[config.mk]
export PLATFORM = sky130hd
export DESIGN_NAME = noc_rr_collector_flat
export DESIGN_NICKNAME = d
export VERILOG_FILES = /design/src/rtl/noc_pkg.sv /design/src/rtl/noc_rr_collector_if.sv /design/src/rtl/noc_chan_fifo.sv /design/src/rtl/noc_rr_collector.sv /design/src/flat_wrapper.sv
export SDC_FILE = /design/constraint.sdc
export NUM_CORES = 1
export LEC_CHECK = 0
export CORE_ASPECT_RATIO = 1.5
export CORE_MARGIN = 2
export CORE_UTILIZATION = 50
export CTS_CLUSTER_SIZE = 10
export DETAILED_ROUTE_END_ITERATION = 10
export PLACE_DENSITY = 0.78
export SLEW_MARGIN = 10
export SYNTH_ARGS = -nofsm -noshare
export SYNTH_HDL_FRONTEND = slang
export SYNTH_SLANG_ARGS = --single-unit
[constraint.sdc]
create_clock -name clk -period 4.4 [get_ports clk]
set_input_delay 1.32 -clock clk [delete_from_list [all_inputs] [get_ports clk]]
set_output_delay 1.32 -clock clk [all_outputs]
set_load 0.01 [all_outputs]
[src/rtl/noc_pkg.sv]
// Shared types and helpers for the round-robin NoC collector.
package noc_pkg;

  // Default channel count; the top module parameter starts from this value.
  localparam int NOC_CPU_NB = 4;

  // $clog2 that never returns 0, so a single channel still gets a 1-bit source id.
  function automatic int clog2_min1(input int n);
    return (n <= 2) ? 1 : $clog2(n);
  endfunction

  // Source channel id for the default channel count.
  typedef logic [clog2_min1(NOC_CPU_NB)-1:0] src_t;

  // Output arbitration state: OPEN lets the round-robin scan pick freely,
  // HOLD pins the grant to a stalled beat until downstream accepts it.
  typedef enum logic {
    ARB_OPEN = 1'b0,
    ARB_HOLD = 1'b1
  } arb_state_t;

endpackage

[src/rtl/noc_rr_collector_if.sv]
// Bundle of the per-channel inputs and the merged output stream.
//
// Handshake: a beat moves across a valid/ready pair on a rising clock edge
// where valid and ready are both 1. Ready never depends combinationally on
// valid. Once valid is raised with a payload, valid, payload and source
// stay unchanged until the beat is taken.
interface noc_rr_collector_if #(
  parameter int CPU_NB = 4,
  parameter int DATA_W = 64
);
  import noc_pkg::*;

  localparam int SRC_W = clog2_min1(CPU_NB);

  logic [CPU_NB-1:0]             data_vld;
  logic [CPU_NB-1:0]             data_rdy;
  logic [CPU_NB-1:0][DATA_W-1:0] data;
  logic                          out_vld;
  logic                          out_rdy;
  logic [DATA_W-1:0]             out_data;
  logic [SRC_W-1:0]              out_src;
  logic [CPU_NB-1:0]             done;
  logic                          all_done;

  // Collector side.
  modport slave (
    input  data_vld, data, out_rdy,
    output data_rdy, out_vld, out_data, out_src, done, all_done
  );

  // CPU array / downstream side.
  modport master (
    output data_vld, data, out_rdy,
    input  data_rdy, out_vld, out_data, out_src, done, all_done
  );

endinterface

[src/rtl/noc_chan_fifo.sv]
// Per-channel synchronous FIFO. Pointers carry an extra wrap bit so that
// full and empty are distinguishable without an occupancy counter.
module noc_chan_fifo #(
  parameter int DATA_W     = 64,
  parameter int FIFO_DEPTH = 4
) (
  input  logic              clk,
  input  logic              rst_n,
  input  logic              push,
  input  logic              pop,
  input  logic [DATA_W-1:0] push_data,
  output logic              full,
  output logic              empty,
  output logic [DATA_W-1:0] head
);

  localparam int AW = $clog2(FIFO_DEPTH);

  logic [DATA_W-1:0] mem_q [FIFO_DEPTH];
  logic [DATA_W-1:0] mem_d [FIFO_DEPTH];
  logic [AW:0]       wr_ptr_q, wr_ptr_d;
  logic [AW:0]       rd_ptr_q, rd_ptr_d;
  logic              push_ok, pop_ok;

  assign empty = (wr_ptr_q == rd_ptr_q);
  assign full  = (wr_ptr_q[AW] != rd_ptr_q[AW]) &&
                 (wr_ptr_q[AW-1:0] == rd_ptr_q[AW-1:0]);
  assign head  = mem_q[rd_ptr_q[AW-1:0]];

  // Next pointers and storage; pushes into a full FIFO and pops from an
  // empty one are ignored.
  always_comb begin
    push_ok  = push && !full;
    pop_ok   = pop && !empty;
    mem_d    = mem_q;
    wr_ptr_d = wr_ptr_q;
    rd_ptr_d = rd_ptr_q;
    if (push_ok) begin
      mem_d[wr_ptr_q[AW-1:0]] = push_data;
      wr_ptr_d = wr_ptr_q + (AW+1)'(1);
    end
    if (pop_ok) begin
      rd_ptr_d = rd_ptr_q + (AW+1)'(1);
    end
  end

  // Storage and pointer registers; reset drops any buffered entries.
  always_ff @(posedge clk or negedge rst_n) begin
    if (!rst_n) begin
      wr_ptr_q <= '0;
      rd_ptr_q <= '0;
      for (int i = 0; i < FIFO_DEPTH; i++) begin
        mem_q[i] <= '0;
      end
    end else begin
      wr_ptr_q <= wr_ptr_d;
      rd_ptr_q <= rd_ptr_d;
      mem_q    <= mem_d;
    end
  end

  a_no_push_full: assert property (@(posedge clk) disable iff (!rst_n) !(push && full));

endmodule

[src/rtl/noc_rr_collector.sv]
// Collects CPU_NB valid/ready channels into per-channel FIFOs and merges them
// round-robin onto one tagged output stream, tracking per-channel completion.
module noc_rr_collector
  import noc_pkg::*;
#(
  parameter int CPU_NB         = NOC_CPU_NB,
  parameter int DATA_W         = 64,
  parameter int FIFO_DEPTH     = 4,
  parameter int TRANSACTION_NB = 10
) (
  input  logic                clk,
  input  logic                rst_n,
  noc_rr_collector_if.slave   bus,
  output arb_state_t          dbg_arb_state
);

  localparam int SRC_W = clog2_min1(CPU_NB);
  localparam int CNT_W = $clog2(TRANSACTION_NB + 1);

  logic [CPU_NB-1:0] push, pop, full, empty;
  logic [DATA_W-1:0] head [CPU_NB];

  arb_state_t        state_q, state_d;
  logic [SRC_W-1:0]  last_grant_q, last_grant_d;
  logic [SRC_W-1:0]  lock_src_q, lock_src_d;
  logic [SRC_W-1:0]  scan_src, grant;
  logic [SRC_W:0]    scan_idx;
  logic              scan_found;
  logic              accept;

  logic [CNT_W-1:0]  cnt_q [CPU_NB];
  logic [CNT_W-1:0]  cnt_d [CPU_NB];
  logic [CPU_NB-1:0] done_q, done_d;

  // Ready is purely a function of registered FIFO state.
  assign bus.data_rdy = ~full;
  assign push         = bus.data_vld & ~full;

  for (genvar g = 0; g < CPU_NB; g++) begin : g_chan
    noc_chan_fifo #(
      .DATA_W     (DATA_W),
      .FIFO_DEPTH (FIFO_DEPTH)
    ) u_fifo (
      .clk       (clk),
      .rst_n     (rst_n),
      .push      (push[g]),
      .pop       (pop[g]),
      .push_data (bus.data[g]),
      .full      (full[g]),
      .empty     (empty[g]),
      .head      (head[g])
    );
  end

  // Round-robin scan: first non-empty channel after the last accepted one.
  always_comb begin
    scan_src   = '0;
    scan_found = 1'b0;
    scan_idx   = '0;
    for (int k = 1; k <= CPU_NB; k++) begin
      scan_idx = {1'b0, last_grant_q} + (SRC_W+1)'(k);
      if (scan_idx >= (SRC_W+1)'(CPU_NB)) begin
        scan_idx = scan_idx - (SRC_W+1)'(CPU_NB);
      end
      if (!scan_found && !empty[scan_idx[SRC_W-1:0]]) begin
        scan_found = 1'b1;
        scan_src   = scan_idx[SRC_W-1:0];
      end
    end
  end

  // Output mux and pop: a held grant overrides the scan so a stalled beat
  // cannot be replaced by a channel that became valid later.
  always_comb begin
    grant        = (state_q == ARB_HOLD) ? lock_src_q : scan_src;
    bus.out_vld  = ~(&empty);
    accept       = bus.out_vld && bus.out_rdy;
    bus.out_src  = bus.out_vld ? grant : '0;
    bus.out_data = bus.out_vld ? head[grant] : '0;
    pop          = '0;
    if (accept) begin
      pop[grant] = 1'b1;
    end
  end

  // Arbitration next state: lock on a stalled beat, release on accept.
  always_comb begin
    state_d      = state_q;
    lock_src_d   = lock_src_q;
    last_grant_d = last_grant_q;
    case (state_q)
      ARB_OPEN: begin
        if (bus.out_vld && !bus.out_rdy) begin
          state_d    = ARB_HOLD;
          lock_src_d = grant;
        end
      end
      ARB_HOLD: begin
        if (bus.out_rdy) begin
          state_d = ARB_OPEN;
        end
      end
      default: state_d = ARB_OPEN;
    endcase
    if (accept) begin
      last_grant_d = grant;
    end
  end

  // Arbitration registers; after reset channel 0 is next in line.
  always_ff @(posedge clk or negedge rst_n) begin
    if (!rst_n) begin
      state_q      <= ARB_OPEN;
      lock_src_q   <= '0;
      last_grant_q <= SRC_W'(CPU_NB - 1);
    end else begin
      state_q      <= state_d;
      lock_src_q   <= lock_src_d;
      last_grant_q <= last_grant_d;
    end
  end

  // Saturating accept counters; done latches one cycle after saturation.
  always_comb begin
    for (int i = 0; i < CPU_NB; i++) begin
      cnt_d[i]  = cnt_q[i];
      done_d[i] = done_q[i] | (cnt_q[i] == CNT_W'(TRANSACTION_NB));
      if (pop[i] && (cnt_q[i] != CNT_W'(TRANSACTION_NB))) begin
        cnt_d[i] = cnt_q[i] + CNT_W'(1);
      end
    end
  end

  // Counter and done registers.
  always_ff @(posedge clk or negedge rst_n) begin
    if (!rst_n) begin
      done_q <= '0;
      for (int i = 0; i < CPU_NB; i++) begin
        cnt_q[i] <= '0;
      end
    end else begin
      done_q <= done_d;
      for (int i = 0; i < CPU_NB; i++) begin
        cnt_q[i] <= cnt_d[i];
      end
    end
  end

  assign bus.done      = done_q;
  assign bus.all_done  = &done_q;
  assign dbg_arb_state = state_q;

  a_stall_stable: assert property (@(posedge clk) disable iff (!rst_n)
    (bus.out_vld && !bus.out_rdy) |=>
      (bus.out_vld && $stable(bus.out_src) && $stable(bus.out_data)));

endmodule

[src/flat_wrapper.sv]
// flat-port wrapper written by rule: the top's interface ports become plain ports
module noc_rr_collector_flat import noc_pkg::*;
#(
  parameter int CPU_NB         = NOC_CPU_NB,
  parameter int DATA_W         = 64,
  parameter int FIFO_DEPTH     = 4,
  parameter int TRANSACTION_NB = 10
)
  (clk, rst_n, dbg_arb_state, bus_data_vld, bus_data, bus_out_rdy, bus_data_rdy, bus_out_vld, bus_out_data, bus_out_src, bus_done, bus_all_done);
  noc_rr_collector_if #(.CPU_NB(CPU_NB), .DATA_W(DATA_W)) bus_i ();
  input  logic clk;
  input  logic rst_n;
  output arb_state_t dbg_arb_state;
  input wire logic [$bits(bus_i.data_vld)-1:0] bus_data_vld;
  input wire logic [$bits(bus_i.data)-1:0] bus_data;
  input wire logic [$bits(bus_i.out_rdy)-1:0] bus_out_rdy;
  output wire logic [$bits(bus_i.data_rdy)-1:0] bus_data_rdy;
  output wire logic [$bits(bus_i.out_vld)-1:0] bus_out_vld;
  output wire logic [$bits(bus_i.out_data)-1:0] bus_out_data;
  output wire logic [$bits(bus_i.out_src)-1:0] bus_out_src;
  output wire logic [$bits(bus_i.done)-1:0] bus_done;
  output wire logic [$bits(bus_i.all_done)-1:0] bus_all_done;
  assign bus_i.data_vld = bus_data_vld;
  assign bus_i.data = bus_data;
  assign bus_i.out_rdy = bus_out_rdy;
  assign bus_data_rdy = bus_i.data_rdy;
  assign bus_out_vld = bus_i.out_vld;
  assign bus_out_data = bus_i.out_data;
  assign bus_out_src = bus_i.out_src;
  assign bus_done = bus_i.done;
  assign bus_all_done = bus_i.all_done;
  noc_rr_collector #(.CPU_NB(CPU_NB), .DATA_W(DATA_W), .FIFO_DEPTH(FIFO_DEPTH), .TRANSACTION_NB(TRANSACTION_NB)) u_core (.clk(clk), .rst_n(rst_n), .bus(bus_i), .dbg_arb_state(dbg_arb_state));
endmodule
Yosys cells after proc, flatten, opt, wreduce, memory -nomap -nowiden
Cells that the tools add are included.

word-level totals
  word-level logic and storage cells = 210
  bits of input ports = 263
  output and inout port bits = 77
  bits in registers = 1073

cells by class
  order comparisons = 23
  equal/unequal tests = 20
  add/subtract/negate cells = 20
  bitwise logic cells = 17
  reductions and logical operators = 43
  multiplexer cells = 55

operators with widths
  operator               count
  $bwmux W256            4
  $mux W64               15
  $bmux W64 S2           5
  $demux W64 S2          4
  $ge A3 B3 Y1 const B   13
  $not A2 Y3             9
  $logic_and A1 B1 Y1    26
  $add A3 B1 Y3 const B  8
  $mux W2                10
  $add A4 B1 Y4 const B  4
  $eq A4 B4 Y1 const B   4
  $ne A4 B4 Y1 const B   4
  $lt A2 B3 Y1 const B   5
  $logic_not A1 Y1       14
  $eq A3 B3 Y1           4
  $lt A3 B1 Y1 const B   4
  $mux W1                10
  $bmux W1 S2            4
  $eq A2 B2 Y1           4
  $reduce_and A4 Y1      2
  $sub A2 B1 Y2 const B  4
  $add A2 B2 Y3 const B  2
  $and A4 B4 Y4          1
  $mux W4                1
  other kinds (10)       17

Logic depth before layout (Yosys ltp)
Gate-level depths: netlist of run 1.

  word-level depth = 21
  mapped depth = 11

Cells and area by module
From an unflattened synthesis of run 1, not the netlist that was laid out.

unflattened totals
  cells, all modules = 3026
  area total of the unflattened synthesis = 49424.9 µm²

modules (own cells, without submodules)
  module            area an instance (µm²)  sequential area each (µm²)  times used  cells an instance
  noc_chan_fifo     11516.0                 6556.3                      4           662
  noc_rr_collector  3360.7                  628.1                       1           378

Least setup slack after synthesis of run 1
No wires, ideal clock.

  path kind = reg2out
  start = register u_core.g_chan[1].u_fifo.rd_ptr_q[2]
  end = output port bus_out_data[0]
  stages on the path, launching flop included = 12
  path slack = 714 ps
  buffers on the path = 4
  data arrival time = 2366 ps
  cells stage by stage = dfrtp_1 -> xor2_1 -> or3_1 -> buf_2 -> o31ai_4 -> a221oi_2 -> o31ai_1 -> buf_4 -> buf_6 -> buf_6 -> mux2i_1 -> o22ai_1

between the ends
  cells in the longest elaborated chain, start to end = 18

ends and longest elaborated chain
  element                                       line                    text
  from (decl)                                   noc_chan_fifo.sv:22     logic [AW:0] rd_ptr_q, rd_ptr_d;
  from (signal assigned)                        noc_chan_fifo.sv:57     rd_ptr_q <= rd_ptr_d;
  $eq A3 B3 Y1 (*)                              noc_chan_fifo.sv:25     assign empty = (wr_ptr_q == rd_ptr_q);
  $bmux W1 S2                                   noc_rr_collector.sv:65  if (!scan_found && !empty[scan_idx[SRC_W-1:0]]) begin
  $mux W1 (implied by the code)                 noc_rr_collector.sv:65
  $logic_not A1 Y1                              noc_rr_collector.sv:65
  $logic_and A1 B1 Y1                           noc_rr_collector.sv:65
  $mux W1                                       noc_rr_collector.sv:65
  $logic_not A1 Y1                              noc_rr_collector.sv:65
  $logic_and A1 B1 Y1                           noc_rr_collector.sv:65
  $mux W1                                       noc_rr_collector.sv:65
  $logic_not A1 Y1                              noc_rr_collector.sv:65
  $logic_and A1 B1 Y1                           noc_rr_collector.sv:65
  $mux W2                                       noc_rr_collector.sv:65
  $mux W2                                       noc_rr_collector.sv:75  grant = (state_q == ARB_HOLD) ? lock_src_q : scan_src;
  $not A2 Y3 (implied by the code)              noc_rr_collector.sv:79  bus.out_data = bus.out_vld ? head[grant] : '0;
  $bmux W64 S2                                  noc_rr_collector.sv:79
  $mux W64 (implied by the code) (2 in series)  noc_rr_collector.sv:79
  $mux W64 (*)                                  noc_rr_collector.sv:79
  to (decl)                                     flat_wrapper.sv:19      output wire logic [$bits(bus_i.out_data)-1:0] bus_out_data;

Mark *: on every way between the ends. The rest lies on a longest branch, timed or not. The select of a mux whose other input is x is not followed.

Worst setup path after layout of run 1
  start = register u_core.g_chan[1].u_fifo.rd_ptr_q[1]
  end = output port bus_out_data[17]

between the ends
  cells in the longest elaborated chain, start to end = 18

ends and longest elaborated chain
  element                                       line
  $eq A3 B3 Y1                                  noc_chan_fifo.sv:25
  $bmux W1 S2                                   noc_rr_collector.sv:65
  $mux W1 (implied by the code)                 noc_rr_collector.sv:65
  $logic_not A1 Y1                              noc_rr_collector.sv:65
  $logic_and A1 B1 Y1                           noc_rr_collector.sv:65
  $mux W1                                       noc_rr_collector.sv:65
  $logic_not A1 Y1                              noc_rr_collector.sv:65
  $logic_and A1 B1 Y1                           noc_rr_collector.sv:65
  $mux W1                                       noc_rr_collector.sv:65
  $logic_not A1 Y1                              noc_rr_collector.sv:65
  $logic_and A1 B1 Y1                           noc_rr_collector.sv:65
  $mux W2                                       noc_rr_collector.sv:65
  $mux W2                                       noc_rr_collector.sv:75
  $not A2 Y3 (implied by the code)              noc_rr_collector.sv:79
  $bmux W64 S2                                  noc_rr_collector.sv:79
  $mux W64 (implied by the code) (2 in series)  noc_rr_collector.sv:79
  $mux W64 (*)                                  noc_rr_collector.sv:79

Marks and branches as above.

==> flow_summary.ini, run 1 <==
[drt]
via_count = 27910
routed_wl_mm = 134.5
dr.pass1.iters = 5
avgRoutedWirePerCell_um = 28.62
ant_nets = 0
drc = 0
drt_iter0_markers = 1686
vias_per_cell = 5.942

[synthesis]
synth_xor_area_share_pct = 0.6537
synth_nets = 3247
synth_compound_area_share_pct = 1.320
ys_seq_elements = 1073
synth_fa_ha_area_share_pct = 0.7263
muxShareOfSynthArea_pct = 38.79
async_flop_share_pct = 100.0
yosys_most_used_dff = dfrtp_1
synth_top_area_share_pct = 55.56
syn_inst = 2956
synth_edf_count = 0
synth.largest_area_cell = dfrtp_1
synthSimpleGateAreaFrac_pct = 1.012
yosysWarningCount = 0
synth_area_leaders = dfrtp_1, mux2_2, mux4_2
ys_seq_area_share_pct = 55.67
synth.distinct_cells = 48
syn_avg_cell_area_um2 = 16.32
synth_top_family_by_area = multiplexers
netlist_area_um2 = 48240

[sta]
hold_viol_final = 0
whs_ns = 0.4865
relSlewSlack_pct = 26.25
worstMarginPinSlew_ns = 1.106
skew_ns = 0.02067
fin_crit_ns = 4.917
post-route-period-util_pct = 111.8
setup_viol = 64
max_freq_ghz = 0.2034
rsz0062_at_grt = true
setup_slack_ns = -0.5171
slew_viol_final = 0

[floorplanning]
row_count = 139
initial_utilization_pct = 50.43
dieHeight_um = 384.4
io_pins = 340
coreArea_um2 = 95650
dieArea_um2 = 99020
fp.dieW_um = 257.6

[layout]
seq_area_um2 = 26880
multi_input_area_um2 = 21080
fill_cells = 7067
syn_to_final_growth_pct = 20.34
drive_gt1_share_pct = 51.07
post-route-util_pct = 60.68
final_area_um2 = 58050
nets = 3686

[grt]
grt_pass1_wl_mm = 201.5
grt-ovfl-total = 0
grt_pass1_vias = 30750
grtUsageTotal_pct = 27.59
antenna_found_initial = 22
grt_max_degree = 99

[clocking]
root_buffer = clkbuf_16
clock_path_buffers = 3
cts_tree = done
cts_buffers = 118
htreeDepth = 3
holdBufCountCts = 0
clock_sinks = 1073
clk_pin_slew_ns = 0.05
clock_latency_ns = 0.70

[setup_path]
crit_family = compound AO/OA/AOI/OAI gates
crit_path_cell_trace = xor2_2, or3_4, o31ai_4, a221oi_4, o31ai_4, buf_12, buf_16, buf_12, buf_16, mux2i_1, o22ai_1, buf_2
crit_path_start_kind = flop
worst-setup-path-type = reg -> out
r2r_end = u_core.g_chan[0].u_fifo.rd_ptr_q[1]
critPathBufInv = 5
rrSetupSlack_ns = 1.27
slowest_stage = dfrtp_4
regToRegStartpoint = u_core.g_chan[1].u_fifo.rd_ptr_q[1]
cpPeakStageDelay_ns = 0.48
required_ns = 3.08
ff2ff_path_depth = 11
crit_fanout = 7
crit_path_end_kind = output port
critical_path_arrival_ns = 3.60
startpoint = u_core.g_chan[1].u_fifo.rd_ptr_q[1]

[placement]
place_hpwl_mm = 90.13
placed_cell_area_um2 = 54020
port-buffer-count = 339
pre_cts_slack_ns = -0.2642
place.gp.congestion = 0.9047

[hold_path]
hp-class = reg -> reg
hold_end = u_core.g_chan[2].u_fifo.rd_ptr_q[2]
hp-start = u_core.g_chan[2].u_fifo.rd_ptr_q[2]
worstHoldPathCells = 1

[pwr]
ir_drop_v = 0.0006533
p_leak_nw = 24.43
p_per_area_nw_per_um2 = 914.8
total_power_mw = 53.10

[run_status]
status = finished, violations left
violations = setup timing

[flow_run]
maxCapViolations = 0
[placed cells by master (no fill, tap or decap), types with 43 or more instances in the layout]
cell type | netlist | final
dfrtp_1 | 1071 | 1063
mux2_2 | 1027 | 1027
clkdlybuf4s50_1 | 0 | 271
mux4_2 | 256 | 256
clkbuf_16 | 0 | 122
buf_4 | 3 | 112
mux2i_1 | 132 | 100
o22ai_1 | 64 | 55
buf_2 | 17 | 46
buf_12 | 0 | 43
[registers in the layout, summed over array words and instances (netlist names)]
| register | flops |
|---|---|
| u_core.bus.done | 4 |
| u_core.cnt_q | 16 |
| u_core.dbg_arb_state | 1 |
| u_core.g_chan.u_fifo.mem_q | 1024 |
| u_core.g_chan.u_fifo.rd_ptr_q | 12 |
| u_core.g_chan.u_fifo.wr_ptr_q | 12 |
| u_core.last_grant_q | 2 |
| u_core.lock_src_q | 2 |
[metal layers]
metal / GRT usage [%] / up-vias / wire length (um)
met5: 0 / - / 123
met3: 5.325 / 250 / 6849
met1: 31.20 / 14970 / 48410
met2: 49.01 / 737 / 71220
li1: - / 11940 / -
met4: 15.21 / 18 / 7879
[where the power goes]
| part | switching [mW] | total, mW | internal [mW] | leakage (nW) |
|---|---|---|---|---|
| combinational | 12.8 | 26.9 | 14.1 | 10.2 |
| sequential | 2.54 | 17.6 | 15.0 | 12.7 |
| clock | 3.73 | 8.63 | 4.89 | 1.55 |
| total | 19.1 | 53.1 | 34.0 | 24.4 |
[through the flow]
| step | setup TNS (ns) | std cells |
|---|---|---|
| final | -26.04 | 4698 |
| after global routing | -32.36 | 4695 |
| after CTS | -24.79 | 4691 |
| after detailed placement | -10.28 | 4504 |
| after global placement | -6.223 | 4504 |
| after floorplan | 0 | 2956 |
[cells by family after synthesis]
group	Yosys count
buf+inv	212
mux	1420
simple gates	91
compound gates	96
flops	1073
xor+xnor	36
fa+ha+maj	28
[how the worst max path moves through the flow]
stage | slack [ns] | end | depth (start not counted)
2_1_floorplan | 0.71 | bus_out_data[0] | 11
3_3_place_gp | -0.19 | bus_out_data[19] | 10
3_5_place_dp | -0.26 | bus_out_data[29] | 10
4_1_cts | -0.50 | bus_out_data[45] | 15
5_1_grt | -0.62 | bus_out_data[17] | 12
6_report | -0.52 | bus_out_data[17] | 12
[layout make-up]
class                      instances  area share [%]
timing repair buffer             512           9.025
multi-input combinational       1671           36.31
sequential                      1073           46.31
antenna                            8         0.03449
inverter                          19          0.1229
clock buffer                     139           5.313
clock inverter                     7          0.1423
tap                             1269           2.735
[Yosys cell counts, types with 3 or more instances]
cell type	instances
dfrtp_1	1071
mux2_2	1027
mux4_2	256
clkbuf_1	158
mux2i_1	132
o22ai_1	64
nand2_1	35
ha_1	28
xor2_1	20
inv_1	19
buf_2	17
xnor2_1	16
nand3_1	11
nor2_1	10
buf_1	8
o21ai_0	8
buf_6	7
a21oi_1	6
nor3_1	6
or3_1	5
and2_1	4
mux2_1	4
nand2b_1	4
o31ai_1	4
and3_1	3
buf_4	3
nor4b_2	3
o21bai_1	3
[timing repair]
item                       CTS  global route
gates resized for setup    337            71
cloned                       9             2
setup endpoints to repair   66            66
buffers inserted            33            11
pin swaps                   31            38
Note: power is estimated with default switching activity, not from simulation.
==> inputs of run 2 (changes only) <==
Settings changed: TNS_END_PERCENT set to 50.
==> flow_summary.ini, run 2 (synthesized netlist as in run 1, its figures left out) <==
[setup_path]
rrSetupSlack_ns = 1.30
critical_path_arrival_ns = 3.52
ff2ff_path_depth = 10
crit_fanout = 8
required_ns = 3.08
crit_path_cell_trace = xor2_2, or3_4, o31ai_4, a221oi_4, o31ai_4, buf_12, buf_16, buf_12, buf_6, mux2i_1, buf_4, o22ai_4, buf_6
slowest_stage = dfrtp_4
worst-setup-path-type = reg -> out
cp.depth = 13
crit_family = buffers and inverters
crit_path_start_kind = flop
critPathBufInv = 6
cpPeakStageDelay_ns = 0.48
crit_path_end_kind = output port

[run_status]
status = finished, violations left
violations = setup timing

[pwr]
total_power_mw = 52.54
p_per_area_nw_per_um2 = 909.5
ir_drop_v = 0.0006609
p_leak_nw = 24.34

[sta]
hold_viol_final = 0
worstMarginPinSlew_ns = 1.153
rsz0062_at_grt = true
whs_ns = 0.4865
skew_ns = 0.01866
post-route-period-util_pct = 109.9
setup_viol = 65
setup_slack_ns = -0.4360
fin_crit_ns = 4.836
max_freq_ghz = 0.2068
slew_viol_final = 0
setup_tns_ns = -22.06
relSlewSlack_pct = 23.15

[clocking]
clock_path_buffers = 3
clk_pin_slew_ns = 0.06
cts_buffers = 118
root_buffer = clkbuf_16
htreeDepth = 3
clock_latency_ns = 0.70
cts_tree = done
clock_sinks = 1073

[drt]
avgRoutedWirePerCell_um = 28.52
drt_iter0_markers = 1761
routed_wl_mm = 133.7
drc = 0
via_count = 27890
ant_nets = 0
vias_per_cell = 5.948
dr.pass1.iters = 5

[layout]
largest_register_ff_count = 1024
syn_to_final_growth_pct = 19.75
drive_gt1_share_pct = 50.56
fill_cells = 7123
final_common_cell = dfrtp_1
nets = 3677
final_cells = 4688
layout_common_cells = dfrtp_1, mux2_2, clkdlybuf4s50_1
final_area_um2 = 57760
top_register = u_core.g_chan.u_fifo.mem_q
post-route-util_pct = 60.39
reg.largest.list = u_core.g_chan.u_fifo.mem_q (1024), u_core.cnt_q (16)

[placement]
post-place-cells = 4504
pre_cts_slack_ns = -0.2642
placed_cell_area_um2 = 54020
place.gp.congestion = 0.9047
place_hpwl_mm = 90.13
port-buffer-count = 339

[floorplanning]
row_count = 139
coreArea_um2 = 95650
io_pins = 340
fp.dieW_um = 257.6
dieArea_um2 = 99020
dieHeight_um = 384.4
initial_utilization_pct = 50.43

[flow_run]
maxCapViolations = 0

[hold_path]
worstHoldPathCells = 1
hp-class = reg -> reg

[grt]
grt_max_degree = 99
grt_pass1_vias = 30630
antenna_found_initial = 23
grt-ovfl-total = 0
grt_pass1_wl_mm = 200.8
grtUsageTotal_pct = 27.49
## run 2: area by class of cell
class,instances,area (um2),share of cell area (%)
inverter,19,71.32,0.1235
clock buffer,139,3084,5.340
sequential,1073,26880,46.54
multi-input combinational,1671,20970,36.31
tap,1269,1588,2.749
clock inverter,7,82.58,0.1430
antenna,7,17.52,0.03033
timing repair buffer,503,5062,8.764
## run 2: path summary, 6_finish.rpt
check                                                      end                                 from
max                                           bus_out_data[26]  u_core.g_chan[1].u_fifo.rd_ptr_q[1]
min                        u_core.g_chan[2].u_fifo.rd_ptr_q[2]  u_core.g_chan[2].u_fifo.rd_ptr_q[2]
max reg2reg                u_core.g_chan[0].u_fifo.rd_ptr_q[1]  u_core.g_chan[1].u_fifo.rd_ptr_q[1]
min reg2reg                u_core.g_chan[2].u_fifo.rd_ptr_q[2]  u_core.g_chan[2].u_fifo.rd_ptr_q[2]
max in group asynchronous    u_core.g_chan[3].u_fifo.mem_q[25]                                rst_n
min in group asynchronous    u_core.g_chan[3].u_fifo.mem_q[94]                                rst_n
## run 2: power by group
group	internal, mW	total (mW)	switching [mW]
Clock	4.89	8.63	3.74
Sequential	15.0	17.6	2.54
Combinational	13.7	26.3	12.6
## run 2: what timing repair did
item / 4_1_cts / 5_1_grt
gates resized for setup: 297 / 60
cloned: 8 / 2
pin swaps: 27 / 18
hold buffers: 0 / 0
setup endpoints to repair: 66 / 66
buffers inserted: 18 / 8
## run 2: worst reg2reg max path: cells and delay by family (launching register included)
family	cells	cell delay, ns
muxes	1	0.39
buffers and inverters	3	0.46
xor gates and xnor gates	1	0.16
and+or+nand+nor	3	1.00
AOI/OAI and AO/OA	2	0.48
DFF	1	0.48
## run 2: per-layer routing
metal  part of all wire [%]  vias to the layer above  wire length [um]  GRT usage [%]
met2                     53                      711             70550          48.62
met5                  0.092                        -               123              0
met4                    6.2                       18              8286          15.74
met3                    4.9                      261              6595          5.193
li1                       -                    11930                 -              -
met1                     36                    14960             48150          31.12
==> inputs of run 3 (changes only) <==
Settings changed: CAP_MARGIN set to 25.
==> flow_summary.ini, run 3 (synthesized netlist as in run 1, its figures left out) <==
[run_status]
status = finished, violations left
violations = setup timing

[sta]
setup_viol = 65
fin_crit_ns = 4.851
relSlewSlack_pct = 47.46
rsz0062_at_grt = true
slew_viol_final = 0
worstMarginPinSlew_ns = 0.7881
skew_ns = 0.02399
setup_slack_ns = -0.4513
max_freq_ghz = 0.2061
hold_viol_final = 0
post-route-period-util_pct = 110.3

[clocking]
cts_buffers = 118
clk_pin_slew_ns = 0.05
clock_sinks = 1073
root_buffer = clkbuf_16
clock_path_buffers = 3
htreeDepth = 3
holdBufCountCts = 0
cts_tree = done
clock_latency_ns = 0.71

[layout]
nets = 3691
drive_gt1_share_pct = 50.69
syn_to_final_growth_pct = 20.11
reg.largest.list = u_core.g_chan.u_fifo.mem_q (1024), u_core.cnt_q (16)
fill_cells = 7094
final_cells = 4698
final_common_cell = dfrtp_1
largest_register_ff_count = 1024
layout_common_cells = dfrtp_1, mux2_2, clkdlybuf4s50_1
top_register = u_core.g_chan.u_fifo.mem_q

[setup_path]
critical_path_arrival_ns = 3.53
crit_path_end_kind = output port
crit_fanout = 6
required_ns = 3.08
worst-setup-path-type = reg -> out
crit_path_start_kind = flop

[pwr]
ir_drop_v = 0.0006665
total_power_mw = 52.68
p_seq_share_pct = 33.4
p_sw_mw = 18.84
p_per_area_nw_per_um2 = 909.3
p_leak_nw = 24.46
p_comb_share_pct = 50.3
p_int_mw = 33.84
swShare_pct = 35.77
power.share.clock_pct = 16.4

[drt]
dr.pass1.iters = 4
routed_wl_mm = 133.7
vias_per_cell = 5.955
via_count = 27980
ant_nets = 0
drc = 0
drt_iter0_markers = 1496
avgRoutedWirePerCell_um = 28.45

[hold_path]
hp-class = reg -> reg

[flow_run]
maxCapViolations = 0

[floorplanning]
dieHeight_um = 384.4
io_pins = 340
fp.dieW_um = 257.6
coreArea_um2 = 95650
row_count = 139
dieArea_um2 = 99020
initial_utilization_pct = 50.43

[placement]
place_hpwl_mm = 90.70
post-place-cells = 4507
place.gp.congestion = 0.9047
port-buffer-count = 339

[grt]
grt_max_degree = 99
grt-ovfl-total = 0
grt_pass1_wl_mm = 199.3
antenna_found_initial = 27
grtUsageTotal_pct = 27.32
grt_pass1_vias = 30410
run 3: power by group through the flow:
stage          registers [mW]  logic (mW)  clock network (mW)
6_report                 17.6        26.5                8.62
2_1_floorplan            16.7        15.9                   0
3_3_place_gp             17.3        25.5                   0
4_1_cts                  17.5        26.0                8.84
3_5_place_dp             17.6        25.9                   0
5_1_grt                  18.1        27.7                9.22
run 3: timing repair:
item / CTS / global route
cloned: 4 / 4
setup buffers: 17 / 22
pin swaps: 14 / 16
setup endpoints to repair: 66 / 66
gates resized for setup: 278 / 58
hold endpoints to repair: 0 / 0
run 3: layer usage:
| layer | track usage (%) | up-vias | routed length, um |
|---|---|---|---|
| met3 | 5.147 | 244 | 6656 |
| met2 | 49.21 | 687 | 70920 |
| met1 | 31.04 | 15080 | 48590 |
| li1 | - | 11940 | - |
| met5 | 0 | - | 190 |
| met4 | 13.46 | 28 | 7292 |
run 3: layout make-up:
class	instances	area [um2]	share of cell area, %
clock inverters	6	77.57	0.1339
repair buffers	517	5263	9.083
multi-input cells	1671	20940	36.14
flip-flops and latches	1073	26880	46.40
inverters	19	71.32	0.1231
diodes	4	10.01	0.01728
clock buffers	139	3104	5.358
well taps	1269	1588	2.741
run 3: final timing paths:
| kind | start | endpoint | slack (ns) | depth (start not counted) |
|---|---|---|---|---|
| max in group asynchronous | rst_n | u_core.g_chan[3].u_fifo.mem_q[25] | 2.68 | 2 |
| min in group asynchronous | rst_n | u_core.g_chan[3].u_fifo.mem_q[94] | 0.68 | 1 |
| worst max register to register | u_core.g_chan[0].u_fifo.rd_ptr_q[1] | u_core.g_chan[1].u_fifo.rd_ptr_q[1] | 1.42 | 11 |
| worst max-delay path | u_core.g_chan[1].u_fifo.rd_ptr_q[1] | bus_out_data[28] | -0.45 | 13 |
| worst min register to register | u_core.g_chan[3].u_fifo.rd_ptr_q[2] | u_core.g_chan[3].u_fifo.rd_ptr_q[2] | 0.49 | 1 |
| worst min-delay path | u_core.g_chan[3].u_fifo.rd_ptr_q[2] | u_core.g_chan[3].u_fifo.rd_ptr_q[2] | 0.49 | 1 |
run 3: critical path, stage by stage (launching register included):
cell      delay, ns
dfrtp_4        0.47
xor2_1         0.18
or3_4          0.42
o31ai_4        0.22
a221oi_4       0.12
o31ai_4        0.29
buf_12         0.18
buf_16         0.14
buf_12         0.12
buf_4          0.10
mux2i_1        0.17
buf_4          0.15
o22ai_1        0.08
buf_2          0.15
run 3: per-stage QoR:
stage / setup slack [ns] / util, % / hold WS (ns) / cell area [um2] / TNS, ns
global route: -0.5746 / 60.57 / 0.4924 / 57930 / -31.40
global placement: -0.1942 / 56.48 / 0.4666 / 54020 / -6.223
finish: -0.4513 / 60.57 / 0.4851 / 57940 / -24.26
floorplan: 0.7142 / - / 0.4497 / 48240 / 0
detailed placement: -0.2591 / 56.56 / 0.4788 / 54110 / -10.16
CTS: -0.5583 / 60.10 / 0.4895 / 57490 / -25.48
